### src/rtl/spi_master_pkg.sv
// spi_master_pkg: shared frame constants and FSM encoding for the SPI master
package spi_master_pkg;
    localparam logic RW_READ  = 1'b1;
    localparam logic RW_WRITE = 1'b0;
    localparam int FRAME_LEN = 16;
    localparam logic [3:0] LAST_BIT = 4'(FRAME_LEN - 1);
    typedef enum logic [2:0] {IDLE, LEAD, HIGH, LOW, GAP} state_t;
endpackage

### src/rtl/spi_master_sclk_divider.sv
// sclk_divider: loadable down-counter flagging the last cycle of each sclk phase
module sclk_divider #(
    parameter int CLK_DIV = 8
) (
    input  logic clk,
    input  logic reset,
    input  logic load,
    output logic phase_end
);
    localparam logic [7:0] RELOAD = 8'(CLK_DIV - 1);
    logic [7:0] cnt_q, cnt_d;
    // reload on request, otherwise count down and park at zero
    always_comb cnt_d = load ? RELOAD : (cnt_q != 8'd0 ? cnt_q - 8'd1 : cnt_q);
    // divider register
    always_ff @(posedge clk or posedge reset) begin
        if (reset) cnt_q <= 8'd0;
        else       cnt_q <= cnt_d;
    end
    assign phase_end = (cnt_q == 8'd0);
endmodule

### src/rtl/spi_master.sv
// spi_master: mode-0 SPI master sending {addr, rw, wdata} and returning the read byte
module spi_master
    import spi_master_pkg::*;
#(
    parameter int CLK_DIV = 8
) (
    input  logic       clk,
    input  logic       reset,
    input  logic       start,
    input  logic       rw,
    input  logic [6:0] addr,
    input  logic [7:0] wdata,
    output logic       busy,
    output logic       done,
    output logic [7:0] rdata,
    output logic       sclk,
    output logic       cs,
    output logic       mosi,
    input  logic       miso
);
    state_t      state_q, state_d;
    logic [15:0] tx_q, tx_d, rx_q, rx_d;
    logic [3:0]  bit_q, bit_d;
    logic [7:0]  rdata_q, rdata_d;
    logic        gap_half_q, gap_half_d, rw_q, rw_d;
    logic        sclk_q, sclk_d, cs_q, cs_d, mosi_q, mosi_d;
    logic        busy_q, busy_d, done_q, done_d;
    logic        load, phase_end;

    sclk_divider #(.CLK_DIV(CLK_DIV)) u_div (
        .clk       (clk),
        .reset     (reset),
        .load      (load),
        .phase_end (phase_end)
    );

    // next-state and registered-output logic; every phase change reloads the divider
    always_comb begin
        state_d    = state_q;
        tx_d       = tx_q;
        rx_d       = rx_q;
        bit_d      = bit_q;
        rdata_d    = rdata_q;
        gap_half_d = gap_half_q;
        rw_d       = rw_q;
        sclk_d     = sclk_q;
        cs_d       = cs_q;
        mosi_d     = mosi_q;
        busy_d     = busy_q;
        done_d     = 1'b0;
        load       = 1'b0;
        case (state_q)
            IDLE: if (start) begin
                state_d = LEAD;
                tx_d    = {addr, rw, (rw == RW_WRITE) ? wdata : 8'h00};
                rw_d    = rw;
                cs_d    = 1'b0;
                mosi_d  = addr[6];
                busy_d  = 1'b1;
                load    = 1'b1;
            end
            LEAD: if (phase_end) begin
                state_d = HIGH;
                sclk_d  = 1'b1;
                load    = 1'b1;
            end
            HIGH: if (phase_end) begin
                state_d = LOW;
                rx_d    = {rx_q[14:0], miso};
                tx_d    = {tx_q[14:0], 1'b0};
                mosi_d  = tx_q[14];
                sclk_d  = 1'b0;
                load    = 1'b1;
            end
            LOW: if (phase_end) begin
                load = 1'b1;
                if (bit_q == LAST_BIT) begin
                    state_d    = GAP;
                    bit_d      = 4'd0;
                    cs_d       = 1'b1;
                    mosi_d     = 1'b0;
                    done_d     = 1'b1;
                    gap_half_d = 1'b0;
                    rdata_d    = (rw_q == RW_READ) ? rx_q[7:0] : rdata_q;
                end else begin
                    state_d = HIGH;
                    bit_d   = bit_q + 4'd1;
                    sclk_d  = 1'b1;
                end
            end
            GAP: if (phase_end) begin
                load       = 1'b1;
                gap_half_d = 1'b1;
                state_d    = gap_half_q ? IDLE : GAP;
                busy_d     = ~gap_half_q;
            end
            default: state_d = IDLE;
        endcase
    end

    // state and output registers; reset forces the link idle immediately
    always_ff @(posedge clk or posedge reset) begin
        if (reset) begin
            state_q    <= IDLE;
            tx_q       <= 16'h0000;
            rx_q       <= 16'h0000;
            bit_q      <= 4'd0;
            rdata_q    <= 8'h00;
            gap_half_q <= 1'b0;
            rw_q       <= 1'b0;
            sclk_q     <= 1'b0;
            cs_q       <= 1'b1;
            mosi_q     <= 1'b0;
            busy_q     <= 1'b0;
            done_q     <= 1'b0;
        end else begin
            state_q    <= state_d;
            tx_q       <= tx_d;
            rx_q       <= rx_d;
            bit_q      <= bit_d;
            rdata_q    <= rdata_d;
            gap_half_q <= gap_half_d;
            rw_q       <= rw_d;
            sclk_q     <= sclk_d;
            cs_q       <= cs_d;
            mosi_q     <= mosi_d;
            busy_q     <= busy_d;
            done_q     <= done_d;
        end
    end

    assign busy  = busy_q;
    assign done  = done_q;
    assign rdata = rdata_q;
    assign sclk  = sclk_q;
    assign cs    = cs_q;
    assign mosi  = mosi_q;
endmodule
### config.mk
export PLATFORM = sky130hd
export DESIGN_NAME = spi_master
export DESIGN_NICKNAME = d
export VERILOG_FILES = /design/src/rtl/spi_master_pkg.sv /design/src/rtl/spi_master_sclk_divider.sv /design/src/rtl/spi_master.sv
export SDC_FILE = /design/constraint.sdc
export NUM_CORES = 1
export LEC_CHECK = 0
export CAP_MARGIN = 20
export CELL_PAD_IN_SITES_DETAIL_PLACEMENT = 1
export CELL_PAD_IN_SITES_GLOBAL_PLACEMENT = 1
export CORE_AREA = 2 2 80 82
export CTS_BUF_LIST = sky130_fd_sc_hd__clkbuf_8 sky130_fd_sc_hd__clkbuf_16
export DETAILED_ROUTE_END_ITERATION = 8
export DIE_AREA = 0 0 82 84
export PLACE_DENSITY_LB_ADDON = 0.1
export SKIP_LAST_GASP = 1
export SLEW_MARGIN = 0
export SYNTH_ARGS = -nofsm -noshare
export SYNTH_HDL_FRONTEND = slang
export SYNTH_SLANG_ARGS = --single-unit
### constraint.sdc
create_clock -name clk -period 2.71 [get_ports clk]
set_clock_uncertainty 0.15 [all_clocks]
set_input_delay 0.542 -clock clk [delete_from_list [all_inputs] [get_ports clk]]
set_output_delay 0.542 -clock clk [all_outputs]
set_load 0.005 [all_outputs]
==> impl_summary.md, run 1 <==
Synthesis
After synthesis, the cell types taking the most area are sky130_fd_sc_hd__dfrtp_1 52%, sky130_fd_sc_hd__mux2_2 8.5%, sky130_fd_sc_hd__o21ai_0 6.2%. For this run, the number of Yosys warnings is 0. The share of async-settable or async-resettable flops after synthesis is 1.00.

Among all flip-flop cells after synthesis, the most frequent one is sky130_fd_sc_hd__dfrtp_1. The per-instance average area after synthesis is 11.1 sq um. The fraction of post-synthesis cell area in the top cell type by area is 0.519. The synthesized netlist contains between 40 and 50 unique library cells.

The cell taking the most area after synthesis is sky130_fd_sc_hd__dfrtp_1. The post-synthesis instance area is 2510 sq um. In this run, synthesis produced a sequential element count of 53. The number of nets produced by synthesis is 250.

Counting flops with a built-in enable in the synthesized netlist gives 0. The share of the yosys chip area belonging to registers is 0.529. Synthesis handed over a netlist of between 200 and 250 instances.

Global route
In the global route stage, overall resource usage came out at 0.176. The first global-routing pass estimated roughly 9400 um of wire. Entering global routing, the biggest net connects 54 pins. The leftover overflow at the end of global routing is 0. The initial antenna violation count was 0. The via count of the first global-routing pass is approximately 1900.

Layout
The layout cell share with drive strength beyond 1 is 0.180. The growth of design area from synthesis to finish is 20.5%. The number of standard cells in the layout, taps in and fillers out is roughly 340. The antenna cell count is 0. Fill cells in the final layout number between 600 and 700. Leaving out fill and tap cells, the most frequent cell in the layout is sky130_fd_sc_hd__dfrtp_1.

The layout net count is 283. In the layout the commonest cells are 52 x sky130_fd_sc_hd__dfrtp_1, 32 x sky130_fd_sc_hd__clkdlybuf4s50_1, 31 x sky130_fd_sc_hd__o21ai_0, 19 x sky130_fd_sc_hd__mux2_2, 13 x sky130_fd_sc_hd__a21oi_1.

Clocking
The TritonCTS buffer count is 5. The clock tree synthesis step divided the H-tree into 2 levels. The number of hold buffers added after CTS was 0.

The cell sitting at the root of the clock tree is a sky130_fd_sc_hd__clkbuf_8. After clock tree synthesis, the repair step resized 0 gates. CTS saw 53 sinks. The clock latency reported for the late side of the worst-skew pair is about 0.32 ns. Clock-pin slew was measured on the worst setup and hold paths at 0.11 ns. Post-CTS timing repair inserted 0 buffers for setup.

The CTS tree is built. The clock passes through at most 2 buffers.

Floorplan
The count of standard-cell rows is 29. The die covers 6890 sq um. The effective utilization at floorplan is 0.412.

For this design the top-level I/O count stands at 33. The core region is a little over 6000 sq um. The die outline width is between 80 and 90 um.

The height of the chip is approximately 84 um.

Worst setup path
The data required time at the worst endpoint is roughly 2.8 ns. The critical path goes through inv_1 -> ha_1 -> nor3b_1 -> nand2_1 -> a221oi_1 -> mux2_2. The data arrival time of the worst path is approximately 2.5 ns. The cell class contributing the biggest share of worst-path delay is simple AND/OR/NAND/NOR gates. STA classifies the critical path endpoint as a register.

The setup slack on the worst flop-to-flop path is around 0.26 ns. STA classifies the critical path startpoint as a register. The number of buffers and inverters on the critical path is 1. The largest individual stage delay along the critical path comes from the cell sky130_fd_sc_hd__nor3b_1.

For this run, the slowest stage of the critical path takes 0.58 ns. The critical path in this run is classified as reg -> reg. The worst-path maximum fanout is 7.

Routing
For this block, the via count after detailed routing is ~1800. The first TritonRoute pass finished after 4 iterations. For this run, design rule violations remaining after detail routing come to 0. After the first detailed-routing iteration, the DRC count stood at 74. In the final routed layout, each cell accounts on average for 15.9 um.

Wires add up to about 5400 um. In this run the remaining antenna-violating nets after routing total 0. The ratio of routed vias to standard cells is 5.38.

Worst hold path
The type of the most critical hold path is reg -> reg.

Timing
The achievable clock frequency is 408 MHz. Setup violations remaining at the end of the flow were counted as 0. The fraction of the cycle the final worst path needs is 0.903. Setup repair after global routing left no endpoint under its margin. The remaining max-slew budget at the tightest pin is 0.545.

The slew at the pin closest to its max-slew limit is between 0.6 and 0.7 ns. The worst path needs 2.45 ns of the cycle, external delays included. The number of hold violations in the final report came to 0.

After routing, the total negative slack on setup checks comes to 0 ns. The count of pins over their slew limit was 0.

Placement
The congestion estimate from routability-driven global placement came to 0.785. Once placement completed, the tool counted placed cells totaling 330. The HPWL after detailed placement is around 3700 um. The total of buffers placed on input and output ports is 32.

Power
The portion of total power attributed to the clock network is 0.198. The reported net switching power is between 0.0008 and 0.0009 W. Of the total power, the share spent switching nets is 0.362. The reported leakage power is approximately 1.3 nW. In this run the power density over the cells is ~800 nW/um^2.

Of the total power, combinational logic draws 0.306. The internal portion of total power is around 0.0015 W. The peak supply drop is 0.358 mV. The share of total power dissipated in sequential elements is 0.496.

Flow run
The tool flagged a number of max-cap violations equal to 0.

Status
The run finished with clean final reports.
-- synth_stat cells (all sizes together), types with 2 or more instances --
cell type	n
mux2i	8
o22ai	3
nor4	2
mux2	19
clkbuf	6
ha	3
inv	8
xnor2	3
or2	3
nor2	9
or3	4
nand2	8
o21a	2
o21ai	32
dfrtp	52
nor3	6
a21oi	14
nand3	3
nand2b	4
a31oi	3
buf	6
nor3b	10
nor2b	2
a21o	2
a41oi	3
-- sequential cells by signal (all words and copies together), names as in the netlist --
signal	cells
mosi	1
busy	1
rw_q	1
done	1
sclk	1
rx_q	8
rdata	8
bit_q	4
cs	1
tx_q	15
state_q	3
gap_half_q	1
u_div.cnt_q	8
-- path summary, 6_finish.rpt --
check,cells past startpoint,start,endpoint
max,6,u_div.cnt_q[0],mosi
max in group asynchronous,3,reset,cs
min,1,tx_q[0],tx_q[0]
max reg2reg,6,u_div.cnt_q[0],mosi
min reg2reg,1,tx_q[0],tx_q[0]
min in group asynchronous,3,reset,rdata[4]
-- per-stage QoR --
step / utilization / setup slack [ns] / hold slack, ns / cell area, sq um / total power, W
global route: 0.496 / 0.0110 / 0.373 / 3020 / 0.00261
global placement: 0.480 / 0.329 / 0.324 / 2930 / 0.00195
detailed placement: 0.480 / 0.291 / 0.320 / 2930 / 0.00197
CTS: 0.496 / 0.246 / 0.343 / 3020 / 0.00246
floorplan: - / 0.527 / 0.300 / 2510 / 0.00172
finish: 0.496 / 0.262 / 0.338 / 3020 / 0.00243
-- final cells by class --
class | count | area [sq um] | area share
clock buffer | 5 | 68.8 | 0.0228
clock inverter | 3 | 26.3 | 0.00869
inverter | 8 | 30.0 | 0.00993
tap | 77 | 96.3 | 0.0319
multi-input combinational | 154 | 1100 | 0.363
sequential | 53 | 1330 | 0.439
timing repair buffer | 38 | 378 | 0.125
-- cells by family after synthesis --
logic type | synth area share
compound gates | 0.155
xor+xnor | 0.0140
fa+ha+maj | 0.0150
buf+inv | 0.0359
flops | 0.529
mux | 0.117
simple gates | 0.134
-- power groups by stage --
stage / clock network [W] / logic, W / registers [W]
final: 0.000481 / 0.000742 / 0.00120
after global routing: 0.000527 / 0.000848 / 0.00124
after CTS: 0.000496 / 0.000757 / 0.00120
after detailed placement: 0 / 0.000753 / 0.00122
after global placement: 0 / 0.000740 / 0.00121
after floorplan: 0 / 0.000589 / 0.00113
-- layer usage --
layer,track usage,vias to the layer above,wire length (um)
met5,0,-,0
met4,0.0545,0,76
met3,0.0292,6,127
met2,0.282,23,2490
met1,0.241,909,2680
li1,-,882,-
No activity file was read; power rests on OpenSTA's default activity.
==> run 2, diff against run 1 <==
- CORE_AREA: 2 2 80 82 -> 2 2 104 106
- DIE_AREA: 0 0 82 84 -> 0 0 106 108
- GPL_TIMING_DRIVEN: default -> 0
==> run 2 against run 1 <==
Worst hold slack improved by 0.011 ns; sequential power about the same; via count increased by 3.4%; combinational power increased by 11%; clock power increased by 32%; utilization decreased by 19 points; critical path depth unchanged; final cell count increased by 19%; die area increased by 66%; non-clock buffer count increased by 6; design area increased by 4.6%; global-route usage decreased by 6.3 points.
==> impl_summary.md, run 2 (same netlist as run 1, synthesis figures left out) <==
Routing
The count of unresolved DRC violations after routing is 0 (unchanged). The violation count after the first detailed-route iteration is 63 (-15%). The number of antenna-violating nets in the routed design came to 0 (unchanged). The number of vias after detailed routing is 1881 (+3.4%). The detailed-route wire length came to 5980 um (+11%). The ratio of routed vias to standard cells is 4.67 (-13%). The wire length per cell was 14.8 um (-6.6%). The number of optimization iterations in the first detailed-route pass is 4 (unchanged).

Clocking
The clock input transition at the sequential cells of the worst setup and hold paths came to 0.10 ns (about the same). The number of clock sinks is 53 (unchanged). The cell at the root of the clock tree is sky130_fd_sc_hd__clkbuf_8. The TritonCTS buffer count is 5 (unchanged). The clock latency reported for the late side of the worst-skew pair is 0.31 ns (about the same). The number of buffers inserted for hold repair after clock tree synthesis is 0 (unchanged). TritonCTS built the clock tree.

The maximum count of clock buffers along a single path came to 2 (unchanged). The maximum level of the CTS H-tree is 2 (unchanged).

Power
The sequential power share came to 0.446 (-0.050). The power per standard cell area was 832 nW/um^2 (+3.7%). The switching power share of the total is 0.334 (-0.0277). The power share of the combinational group was 0.312 (+0.006).

The reported net switching power was 0.000879 W (about the same). The peak supply drop came to 0.245 mV (-32%). The overall power after layout was 0.00263 W (+8.4%).

The portion of total power attributed to the clock network is 0.242 (+0.044). The reported leakage power came to 1.31 nW (+1.8%). The internal portion of total power came to 0.00175 W (+13%).

Worst setup path
The setup slack on the worst flop-to-flop path was 0.24 ns (-0.02 ns). The critical path startpoint category is a primary input. The signal on the critical path passes through clkdlybuf4s50_1 -> nor2b_1 -> a31oi_1 -> or2_2 -> clkbuf_1 -> o21ai_0. The worst-path maximum fanout was 10 (+3). The data arrival time of the worst path came to 2.50 ns (about the same). The largest incremental delay on the critical path is 0.54 ns (-0.04 ns). The number of cells on the worst reg-to-reg path was 6 (unchanged). The data required time at the worst endpoint is 2.74 ns (-0.02 ns). The critical path in this run is classified as in -> reg. The endpoint identified for the worst register-to-register timing path is rdata[7]. The startpoint identified for the worst register-to-register timing path is u_div.cnt_q[0]. The worst setup path is captured at a register. The cell at the slowest stage of the critical path is sky130_fd_sc_hd__clkdlybuf4s50_1.

Global route
The leftover overflow at the end of global routing is 0 (unchanged). The all-layer global routing usage is 0.113 (-0.0632). The initial antenna violation count is 0 (unchanged). The via count of the first global-routing pass is 2000 (+5.9%). The wire length of the first global-routing pass came to 10200 um (+8.8%). The largest net degree at the start of global routing came to 31 (-43%).

Placement
The final weighted congestion in routability-driven placement is 0.724 (-7.7%). The HPWL after detailed placement is 4250 um (+16%). The total instance count after detailed placement is 395 (+20%). The instance area after placement is 3010 sq um (+2.8%). The total of buffers placed on input and output ports is 31 (-3.1%).

Floorplan
The full die area is 11400 sq um (+66%). The core area is 10200 sq um (+68%). The height of the chip came to 108 um (+29%). The number of ports placed on the die boundary came to 33 (unchanged). The count of standard-cell rows was 37 (+28%). The die outline width is 106 um (+29%). The effective utilization at floorplan is 0.245 (-0.166).

Layout
The layout cell share with drive strength beyond 1 is 0.180 (-0.000301). Compared with the post-synthesis result, the final layout area differs by 26.0%. The area of all placed cells without fillers is 3160 sq um (+4.6%). The number of standard cells in the layout, taps in and fillers out was 403 (+19%). The total of fill cells in the finished design is 1146 (+65%).

tx_q holds more flip-flops than any other register. The multi-input logic area is 1110 sq um (+1.1%). The layout net count is 289 (+2.1%). The combined flip-flop and latch cell area is 1330 sq um (unchanged). The most common library cell in the layout ignoring fill and taps is sky130_fd_sc_hd__dfrtp_1. The antenna cell count is 0 (unchanged). The number of flip-flops under the largest register name came to 15 (unchanged). The post-route core utilization is 0.309 (-0.187).

In the layout the commonest cells are 52 x sky130_fd_sc_hd__dfrtp_1, 31 x sky130_fd_sc_hd__o21ai_0, 31 x sky130_fd_sc_hd__clkdlybuf4s50_1, 19 x sky130_fd_sc_hd__mux2_2, 13 x sky130_fd_sc_hd__a21oi_1.

Timing
The setup violation total in the final timing report came to 0 (unchanged). The count of pins over their slew limit is 0 (unchanged). The worst hold margin is 0.349 ns (+0.0105 ns). The slew at the pin closest to its max-slew limit is 0.620 ns (-0.0613 ns).

The number of hold violations in the final report is 0 (unchanged). The fraction of the cycle the final worst path needs is 0.914 (+0.0102). The remaining max-slew budget at the tightest pin is 0.583 (+0.0387). The achievable clock frequency is 404 MHz (-1.1%).

The shortest clock period the worst path allows after layout is 2.48 ns (+0.0277 ns). Setup repair after global routing left no endpoint under its margin.

Worst hold path
The path with the worst hold slack has its endpoint at tx_q[0]. The number of cells traversed by the worst hold path is 1 (unchanged). The type of the most critical hold path is reg -> reg. In this run the most critical hold path is launched from tx_q[0].

Flow run
The count of maximum capacitance violations is 0 (unchanged).

Status
The flow ran to the end, and the final reports show no timing, DRC or antenna violations.
[run 2: cell count changes in the layout (fill, tap and decap cells not counted), sizes merged]
cell           before  now
buf                 6    7
bufinv              0    2
clkbuf              5   11
clkdlybuf4s50      32   31
clkinv              0    1
inv                11    8
[run 2: area by class of cell]
| class | instances | share of cell area |
|---|---|---|
| sequential | 53 | 0.420 |
| multi-input combinational | 154 | 0.351 |
| timing repair buffer | 32 | 0.105 |
| tap | 136 | 0.0538 |
| clock buffer | 5 | 0.0218 |
| clock inverter | 3 | 0.0206 |
| buffer | 12 | 0.0190 |
| inverter | 8 | 0.00950 |
[run 2: power by group through the flow]
stage          Sequential (W)  Combinational, W  Clock [W]
6_report              0.00117          0.000820   0.000637
5_1_grt               0.00121          0.000941   0.000697
4_1_cts               0.00117          0.000826   0.000670
3_5_place_dp          0.00118          0.000819          0
3_3_place_gp          0.00117          0.000802          0
2_1_floorplan         0.00113          0.000589          0
[run 2: worst max path at each step]
| stage | from | to | slack (ns) | cells past startpoint |
|---|---|---|---|---|
| final | start | tx_q[7] | 0.23 | 6 |
| after global routing | start | tx_q[4] | 0.03 | 6 |
| after CTS | u_div.cnt_q[0] | tx_q[1] | 0.14 | 7 |
| after detailed placement | u_div.cnt_q[0] | tx_q[1] | -0.17 | 7 |
| after global placement | reset | u_div.cnt_q[1] | -0.54 | 2 |
| after floorplan | u_div.cnt_q[0] | tx_q[14] | 0.53 | 7 |
[run 2: through the flow]
stage,TNS (ns),worst slack (ns)
finish,0,0.234
global route,0,0.0251
CTS,0,0.143
detailed placement,-1.47,-0.166
global placement,-29.53,-0.540
floorplan,0,0.527
[run 2: per-layer routing]
layer / wire length [um] / GRT usage
met5: 0 / 0
met4: 114 / 0.0423
met3: 256 / 0.0253
met2: 2670 / 0.169
met1: 2940 / 0.159
[run 2: timing repair]
action                                  CTS  global route
setup buffers                             0             0
gates resized for setup                   1             2
endpoints found under the setup margin   10             8
[run 2: worst max-delay path, delay by kind of cell]
family,cells,cell delay [ns]
buffers and inverters,2,0.90
AOI/OAI and AO/OA,2,0.57
and+or+nand+nor,2,0.48
